File: config.mk
export PLATFORM = sky130hd
export DESIGN_NAME = unssub_sched
export DESIGN_NICKNAME = d
export VERILOG_FILES = /design/src/rtl/unssub_pkg.sv /design/src/rtl/unssub_rr_arb.sv /design/src/rtl/unssub_sched.sv
export SDC_FILE = /design/constraint.sdc
export NUM_CORES = 1
export LEC_CHECK = 0
export CAP_MARGIN = 20
export CORE_MARGIN = 4
export CORE_UTILIZATION = 35
export CTS_CLUSTER_DIAMETER = 200
export CTS_CLUSTER_SIZE = 20
export DETAILED_ROUTE_END_ITERATION = 10
export GPL_ROUTABILITY_DRIVEN = 0
export PLACE_DENSITY = 0.72
export SKIP_LAST_GASP = 1
export SLEW_MARGIN = 20
export SYNTH_ARGS = -nofsm -noshare
export SYNTH_HDL_FRONTEND = slang
export SYNTH_HIERARCHICAL = 1
export SYNTH_SLANG_ARGS = --single-unit
File: constraint.sdc
create_clock -name iClk -period 6.9 [get_ports iClk]
set_clock_uncertainty 0.05 [all_clocks]
set_input_delay 1.38 -clock iClk [delete_from_list [all_inputs] [get_ports iClk]]
set_output_delay 1.38 -clock iClk [all_outputs]
set_load 0.05 [all_outputs]
File: src/rtl/unssub_pkg.sv
// Shared definitions for the unary-subtractor scheduler: FSM encoding and width helpers.
package unssub_pkg;

  typedef enum logic [2:0] {
    ST_IDLE  = 3'd0,
    ST_CLEAR = 3'd1,
    ST_RUN   = 3'd2,
    ST_DRAIN = 3'd3,
    ST_DONE  = 3'd4
  } state_e;

  function automatic int clog2(input int value);
    int r;
    r = 0;
    while ((1 << r) < value) r++;
    return r;
  endfunction

  // A window of 2^DW samples can be all ones, so the count needs one extra bit.
  function automatic int res_width(input int dw);
    return dw + 1;
  endfunction

endpackage

File: src/rtl/unssub_rr_arb.sv
// Combinational NREQ-way round-robin arbiter: grants the first request at or after ptr_i.
module unssub_rr_arb
  import unssub_pkg::*;
#(
  parameter int NREQ = 4,
  localparam int IW = clog2(NREQ)
) (
  input  logic [NREQ-1:0] req_i,
  input  logic [IW-1:0]   ptr_i,
  output logic [NREQ-1:0] gnt_o,
  output logic [IW-1:0]   idx_o,
  output logic            any_o
);

  logic [IW-1:0] pos;
  logic          found;

  always_comb begin
    gnt_o = '0;
    idx_o = '0;
    found = 1'b0;
    pos   = '0;
    for (int k = 0; k < NREQ; k++) begin
      pos = IW'((int'(ptr_i) + k) % NREQ);
      if (!found && req_i[pos]) begin
        found      = 1'b1;
        gnt_o[pos] = 1'b1;
        idx_o      = pos;
      end
    end
  end

  assign any_o = found;

endmodule

File: src/rtl/unssub_sched.sv
// Time-multiplexes one unary subtractor among NREQ requesters: round-robin grant, counter SNG
// driving A/B for 2^DW cycles, then counts ones on the returned C stream.
module unssub_sched
  import unssub_pkg::*;
#(
  parameter int NREQ = 4,
  parameter int DW   = 8,
  parameter int PIPE = 2,
  localparam int IW   = clog2(NREQ),
  localparam int RESW = res_width(DW)
) (
  input  logic                 iClk,
  input  logic                 iRstN,
  input  logic [NREQ-1:0]      iReq,
  input  logic [NREQ*DW-1:0]   iOpA,
  input  logic [NREQ*DW-1:0]   iOpB,
  output logic [NREQ-1:0]      oGnt,
  output logic                 oBusy,
  output logic                 oSubRstN,
  output logic                 oSubA,
  output logic                 oSubB,
  input  logic                 iSubC,
  output logic                 oValid,
  input  logic                 iReady,
  output logic [RESW-1:0]      oResult,
  output logic [IW-1:0]        oResId,
  output logic [2:0]           oDbgState
);

  localparam logic [DW-1:0] N_LAST = '1;

  state_e          state_q;
  logic [IW-1:0]   ptr_q, id_q, ptr_d;
  logic [DW-1:0]   opa_q, opb_q, n_q, n_d, n_rev;
  logic [RESW-1:0] res_q;
  logic            sub_rst_n_q, sub_a_q, sub_b_q, valid_q;
  logic [NREQ-1:0] arb_gnt;
  logic [IW-1:0]   arb_idx;
  logic            arb_any;
  logic [PIPE:0]   en_chain;
  logic            samp_en;

  unssub_rr_arb #(.NREQ(NREQ)) u_arb (
    .req_i (iReq),
    .ptr_i (ptr_q),
    .gnt_o (arb_gnt),
    .idx_o (arb_idx),
    .any_o (arb_any)
  );

  assign ptr_d = (arb_idx == IW'(NREQ - 1)) ? '0 : arb_idx + IW'(1);

  // n_d is the window index whose bits go out on the streams next cycle.
  always_comb begin
    n_d   = (state_q == ST_RUN) ? n_q + DW'(1) : '0;
    n_rev = '0;
    for (int i = 0; i < DW; i++) n_rev[i] = n_d[DW-1-i];
  end

  // Stream bits reach iSubC PIPE cycles after they leave, so the sample window trails RUN.
  assign en_chain[0] = (state_q == ST_RUN);
  generate
    if (PIPE > 0) begin : g_dly
      logic [PIPE-1:0] dly_q;
      always_ff @(posedge iClk or negedge iRstN) begin
        if (!iRstN) begin
          dly_q <= '0;
        end else begin
          dly_q[0] <= en_chain[0];
          for (int k = 1; k < PIPE; k++) dly_q[k] <= dly_q[k-1];
        end
      end
      assign en_chain[PIPE:1] = dly_q;
    end
  endgenerate
  assign samp_en = en_chain[PIPE];

  always_ff @(posedge iClk or negedge iRstN) begin
    if (!iRstN) begin
      state_q     <= ST_IDLE;
      ptr_q       <= '0;
      id_q        <= '0;
      opa_q       <= '0;
      opb_q       <= '0;
      n_q         <= '0;
      res_q       <= '0;
      sub_rst_n_q <= 1'b0;
      sub_a_q     <= 1'b0;
      sub_b_q     <= 1'b0;
      valid_q     <= 1'b0;
    end else begin
      case (state_q)
        ST_IDLE: begin
          if (arb_any) begin
            state_q <= ST_CLEAR;
            opa_q   <= iOpA[arb_idx*DW +: DW];
            opb_q   <= iOpB[arb_idx*DW +: DW];
            id_q    <= arb_idx;
            ptr_q   <= ptr_d;
            n_q     <= '0;
            res_q   <= '0;
          end
        end
        ST_CLEAR: begin
          state_q     <= ST_RUN;
          sub_rst_n_q <= 1'b1;
          sub_a_q     <= (n_d < opa_q);
          sub_b_q     <= (n_rev < opb_q);
          n_q         <= n_d;
        end
        ST_RUN: begin
          if (n_q == N_LAST) begin
            sub_a_q <= 1'b0;
            sub_b_q <= 1'b0;
            n_q     <= '0;
            state_q <= (PIPE == 0) ? ST_DONE : ST_DRAIN;
            valid_q <= (PIPE == 0);
          end else begin
            sub_a_q <= (n_d < opa_q);
            sub_b_q <= (n_rev < opb_q);
            n_q     <= n_d;
          end
        end
        ST_DRAIN: begin
          // The window counter is reused to time the drain.
          if (n_q == DW'(PIPE - 1)) begin
            state_q <= ST_DONE;
            valid_q <= 1'b1;
          end else begin
            n_q <= n_q + DW'(1);
          end
        end
        ST_DONE: begin
          if (iReady) begin
            state_q     <= ST_IDLE;
            valid_q     <= 1'b0;
            sub_rst_n_q <= 1'b0;
          end
        end
        default: state_q <= ST_IDLE;
      endcase
      if (samp_en) res_q <= res_q + RESW'(iSubC);
    end
  end

  assign oGnt      = (state_q == ST_IDLE) ? arb_gnt : '0;
  assign oBusy     = (state_q != ST_IDLE);
  assign oSubRstN  = sub_rst_n_q;
  assign oSubA     = sub_a_q;
  assign oSubB     = sub_b_q;
  assign oValid    = valid_q;
  assign oResult   = res_q;
  assign oResId    = id_q;
  assign oDbgState = state_q;

endmodule

; ---- Word level (Yosys, flattened, before mapping)
; Index checks and enable logic that the tools add are counted.
[classes]
n_addsub = 6
multipliers = 0
n_div = 0
order_cmp = 10
n_eq_ne = 12
n_shift = 2
n_mux = 52
bitwise = 3
n_reduce_logical = 24
[ops]
columns = cell, n
row1 = 32-bit by 6-bit indexed part select with 8-bit output, 2
row2 = 8-bit 2-to-1 mux, 4
row3 = 8-bit one-hot mux with 4 select lines, 1
row4 = 9-bit 2-to-1 mux, 3
row5 = 4-bit 2-to-1 mux, 5
row6 = 1-bit 2-to-1 mux, 17
row7 = 8-bit < comparator, 2
row8 = 3-bit one-hot mux with 5 select lines, 1
row9 = 2-bit by 3-bit < comparator with 1-bit output (second input constant), 4
row10 = 3-bit 2-to-1 mux, 4
row11 = 4-bit OR, 3
row12 = 2-bit 2-to-1 mux, 5
row13 = 9-bit by 1-bit adder with 9-bit output, 1
row14 = 8-bit by 1-bit adder with 8-bit output (second input constant), 1
row15 = 1-bit binary-select mux with 2-bit select, 4
row16 = 1-bit demux with 2-bit select, 4
row17 = 8-bit by 1-bit equality test with 1-bit output (second input constant), 1
row18 = 8-bit equality test (second input constant), 1
row19 = 2-bit by 1-bit >= comparator with 1-bit output (second input constant), 4
row20 = 2-bit inequality test (second input constant), 4
row21 = 4-bit AND reduction, 2
row22 = 2-bit nonzero test, 4
row23 = 1-bit logical AND, 7
row24 = 3-bit by 2-bit equality test with 1-bit output (second input constant), 2
row25 = other kinds (14), 23
[totals]
ff_bits = 46
latch_bits = 0
ramBits = 0
romBits = 0
inputBits = 72
out_inout_bits = 23
elab_cells = 121
n_memories = 0

; ---- Longest topological paths before layout
[depth]
ltp_word = 15
mapped_depth = 12
ltp_nobuf = 11

; ---- Hierarchy
; Netlist, hierarchy kept.
[modules_own_cells]
columns = mod, instances, cells_per_inst, area_each_um2, seq_area_each_um2
row1 = unssub_sched, 1, 287, 2980.4, 1151.1
row2 = unssub_rr_arb, 1, 45, 419.2, 0.0

; ---- Worst setup path before layout
; OpenSTA, ideal clock, no wires.
[synth_path]
path_type = input-to-output
startpoint = in iReq[2]
endpoint = out oGnt[0]
t_arrival_ps = 2907
required_ps = 5470
path_slack_ps = 2563
path_stages = 6
path_buffers = 1
cell_sequence = mux4_2 > buf_6 > nor4b_4 > a22oi_1 > o21ai_0 > and2_1
[synth_between]
elab_chain_len = 13
word_cells_on_any_way = 25
cone_classes = 16 x mux / 3 x bitwise / 6 x reduce/logical
[synth_lines]
columns = element, line
row1 = "start, declared", unssub_sched.sv:14  ; input logic [NREQ-1:0] iReq,
row2 = 1-bit binary-select mux with 2-bit select, unssub_rr_arb.sv:25  ; if (!found && req_i[pos]) begin
row3 = 1-bit 2-to-1 mux (implied by the code), unssub_rr_arb.sv:25
row4 = 1-bit 2-to-1 mux, unssub_rr_arb.sv:25
row5 = 1-bit zero test, unssub_rr_arb.sv:25
row6 = 1-bit logical AND, unssub_rr_arb.sv:25
row7 = 1-bit 2-to-1 mux, unssub_rr_arb.sv:25
row8 = 1-bit zero test, unssub_rr_arb.sv:25
row9 = 1-bit logical AND, unssub_rr_arb.sv:25
row10 = 1-bit 2-to-1 mux, unssub_rr_arb.sv:25
row11 = 1-bit zero test, unssub_rr_arb.sv:25
row12 = 1-bit logical AND, unssub_rr_arb.sv:25
row13 = 4-bit 2-to-1 mux *, unssub_rr_arb.sv:25
row14 = via arb_gnt[0], unssub_sched.sv:37  ; logic [NREQ-1:0] arb_gnt;
row15 = 4-bit 2-to-1 mux *, unssub_sched.sv:146  ; assign oGnt = (state_q == ST_IDLE) ? arb_gnt : '0;
row16 = "end, declared", unssub_sched.sv:17  ; output logic [NREQ-1:0] oGnt,
; Mark *: on every way through the listed nets, which the timed path passes. The rest lies on a longest branch. The select of a mux whose other input is x is not followed.

; ---- Worst setup path in the final report
[layout_path]
startpoint = in iReq[3]
endpoint = out oGnt[3]
; The elaborated chain is that of the path after synthesis.

==> out/metrics.cfg <==
[outcome]
status=complete, no violations

[logic_synthesis]
synthFlopType=dfrtp_1
synth_compound_area_share_pct=14.69
ys_types=53
synth-xor-area-share_pct=1.803
synth_simple_gate_area_share_pct=13.80
async_flop_share_pct=100.0
synth_top_family_by_area=multiplexers
synth.area.mux_share_pct=21.31
syn_inst=332
synth_area_per_cell_um2=10.24
ys_seq_area_share_pct=33.86
synthAdderAreaFrac_pct=8.392
synth_nets=426
netlist_area_mm2=0.003400
yosysWarnings=6
synth_edf_count=0
synth-seq-cells=46

[critical_path]
crit_path_start_kind=input pin
critical_path.max_fanout=13
critical_path_class=in2out
slowest_stage=clkdlybuf4s50_1
worstPathRequired_ps=5470
reg2regPathDepth=7
path_buf_inv=2
crit_cells=7
crit_chain=clkdlybuf4s50_1 > mux4_2 > nor4b_4 > a22oi_1 > o21ai_0 > and2_1 > clkdlybuf4s50_1
cp.arrival_ps=4110
cp_top_family=buffers and inverters
cp_common_cell=clkdlybuf4s50_1
critPathMaxStageDelay_ps=800
r2r_slack_ps=3210
critPathCaptureType=primary output

[floorplanning]
fp-row-count=35
dieArea_mm2=0.01135
die_h_um=106.6
core-area_mm2=0.009328
start_util_pct=36.45
pin_count=95
fp.dieW_um=106.6

[clock_tree]
cts-resized-gates=0
clockRootBuffer=clkbuf_8
cts_buffers=5
cts_setup_buffers=0
cts_hold_buf=0
cts_tree=built
clockBufferDepth=2
cts.sinks=46
clk_pin_slew_ps=80
clk-insertion-delay-late_ps=300
cts_max_level=2

[timing]
relSlewSlack_pct=29.74
fmax_mhz=180.4
period_needed_ps=5542
rsz0062_at_grt=no
finalSetupViolCount=0
fin_setup_tns_ps=0
fin_crit_sh_pct=80.33
fin_ws_ps=1358
hold_viol=0
tightest_slew_ps=1045
drv_slew=0

[grt]
grt_pass1_vias=2782
gr-total-overflow=0
grt_max_degree=47
grt_util_all_layers_pct=13.84
antenna_found_initial=0
grt_pass1_wl_mm=12.98

[detailed_routing]
drt_wl_total_mm=7.787
first_iter_violations=120
ant_nets=0
vias=2836
drc=0
drtPass1Iterations=5
wl_per_cell_um=14.29
viasPerCell=5.204

[cells_and_area]
final_net_count=509
insertedDiodeCount=0
drive_above_1_share_pct=13.46
area_growth_pct=32.94
fin_cells=545

[power_and_ir_drop]
p_switching_uw=887.7
leakagePower_nw=1.846
p_clk_share_pct=9.1
p_sw_share_pct=45.32
irDropWorstVdd_uv=196.3
comb_power_share_pct=65.4
power_density_mw_per_mm2=433.3
p_int_mw=1.071
p_seq_share_pct=25.5

[place]
pre_cts_slack_ps=1370
dp.cells=537
dp_hpwl_mm=6.114
portBuffers=94

[min_path]
hp-class=reg2reg
min_path_cells=0

[run]
max_cap_violations=0

==> synthesized netlist by cell type (2+ instances only) <==
library cell,count,area [µm²]
a21oi_1,17,85.08
nand2b_1,3,18.77
mux4_1,2,52.55
xnor2_1,6,52.55
and2_1,4,25.02
o31ai_1,4,30.03
nor3_1,2,10.01
mux2i_1,3,30.03
nand2_1,22,82.58
a22oi_1,9,67.56
mux4_2,18,405.4
a21o_1,4,30.03
a31oi_1,2,12.51
and4_1,2,17.52
nor2b_1,7,43.79
mux2_2,21,236.5
clkbuf_1,6,22.52
nor2_1,19,71.32
buf_2,10,50.05
nand3b_1,2,15.01
nand4_1,4,25.02
ha_1,22,275.3
and3_1,4,25.02
o311ai_0,2,17.52
o211ai_1,5,37.54
inv_1,29,108.9
dfrtp_1,46,1151
o21ai_0,26,130.1
buf_6,2,22.52
nand3_1,6,30.03
==> metal layers <==
layer  part of all wire, %  GRT usage (%)
met1                    44          18.71
met5                     0              0
met4                  0.99          3.014
met3                   7.8          2.914
met2                    47          22.94
==> path summary, 6_finish.rpt <==
kind                                          startpoint                        to
worst max-delay path                             iReq[3]                   oGnt[3]
worst min-delay path            g_dly.dly_q[0]$_DFF_PN0_  g_dly.dly_q[1]$_DFF_PN0_
worst max register to register      ptr_q[0]$_DFFE_PN0P_      opb_q[7]$_DFFE_PN0P_
worst min register to register  g_dly.dly_q[0]$_DFF_PN0_  g_dly.dly_q[1]$_DFF_PN0_
max in group asynchronous                          iRstN      opa_q[0]$_DFFE_PN0P_
min in group asynchronous                          iRstN    oResult[7]$_DFFE_PN0P_
==> worst reg2reg max path, stage by stage, from the launching register on <==
cell and delay [ps]:
dfrtp_1 700, inv_1 170, ha_1 400, mux4_2 450, o311ai_0 380, a32o_1 740, mux4_2 420, mux2_2 280
==> logic make-up (layout without fill, tap and decap cells) <==
group,Yosys count,in the layout
compound gates,79,79
xor+xnor,7,7
fa+ha+maj,23,23
buf+inv,48,132
flops,46,46
mux,44,44
simple gates,85,85
==> cells in the final DEF, fill, tap and decap left out, types with 2 or more instances in the layout <==
master / count
clkdlybuf4s50_1: 93
dfrtp_1: 46
inv_1: 29
o21ai_0: 26
nand2_1: 22
ha_1: 22
mux2_2: 21
nor2_1: 19
mux4_2: 18
a21oi_1: 17
a22oi_1: 9
nor2b_1: 7
xnor2_1: 6
nand3_1: 6
clkbuf_8: 6
o211ai_1: 5
nand4_1: 4
and2_1: 4
a21o_1: 4
and3_1: 4
nand2b_1: 3
o31ai_1: 3
mux2i_1: 3
and4_1: 2
a31oi_1: 2
nor3_1: 2
nand3b_1: 2
buf_4: 2
mux4_1: 2
==> flip-flops by register name, summed over array words and instances, names as in the netlist <==
register / flops
oSubB: 1
g_dly.dly_q: 2
n_q: 8
oSubRstN: 1
oValid: 1
oResult: 9
ptr_q: 2
opa_q: 8
oSubA: 1
opb_q: 8
oResId: 2
oDbgState: 3
==> power by group through the flow <==
stage / clock (mW) / sequential, mW / combinational (mW)
4_1_cts: 0.184 / 0.501 / 1.29
5_1_grt: 0.199 / 0.522 / 1.41
3_3_place_gp: 0 / 0.500 / 1.25
3_5_place_dp: 0 / 0.507 / 1.29
2_1_floorplan: 0 / 0.544 / 0.949
6_report: 0.178 / 0.500 / 1.28
==> through the flow <==
step           total power [mW]  hold slack [ps]  utilization (%)  cell area (µm²)
2_1_floorplan             1.494            281.2                -             3400
3_3_place_gp              1.747            285.4            47.36             4418
3_5_place_dp              1.795            291.0            47.36             4418
4_1_cts                   1.978            310.2            48.42             4517
5_1_grt                   2.132            322.8            48.45             4519
6_report                  1.958            310.4            48.45             4519
==> final cells by class <==
| cell class | instances | area [µm²] |
|---|---|---|
| Clock buffer | 6 | 82.58 |
| Clock inverter | 2 | 16.27 |
| Fill cell | 870 | 4808 |
| Inverter | 29 | 108.9 |
| Multi-Input combinational cell | 238 | 2053 |
| Sequential cell | 46 | 1151 |
| Tap cell | 129 | 161.4 |
| Timing Repair Buffer | 95 | 945.9 |
(Power assumes the default switching activity.)
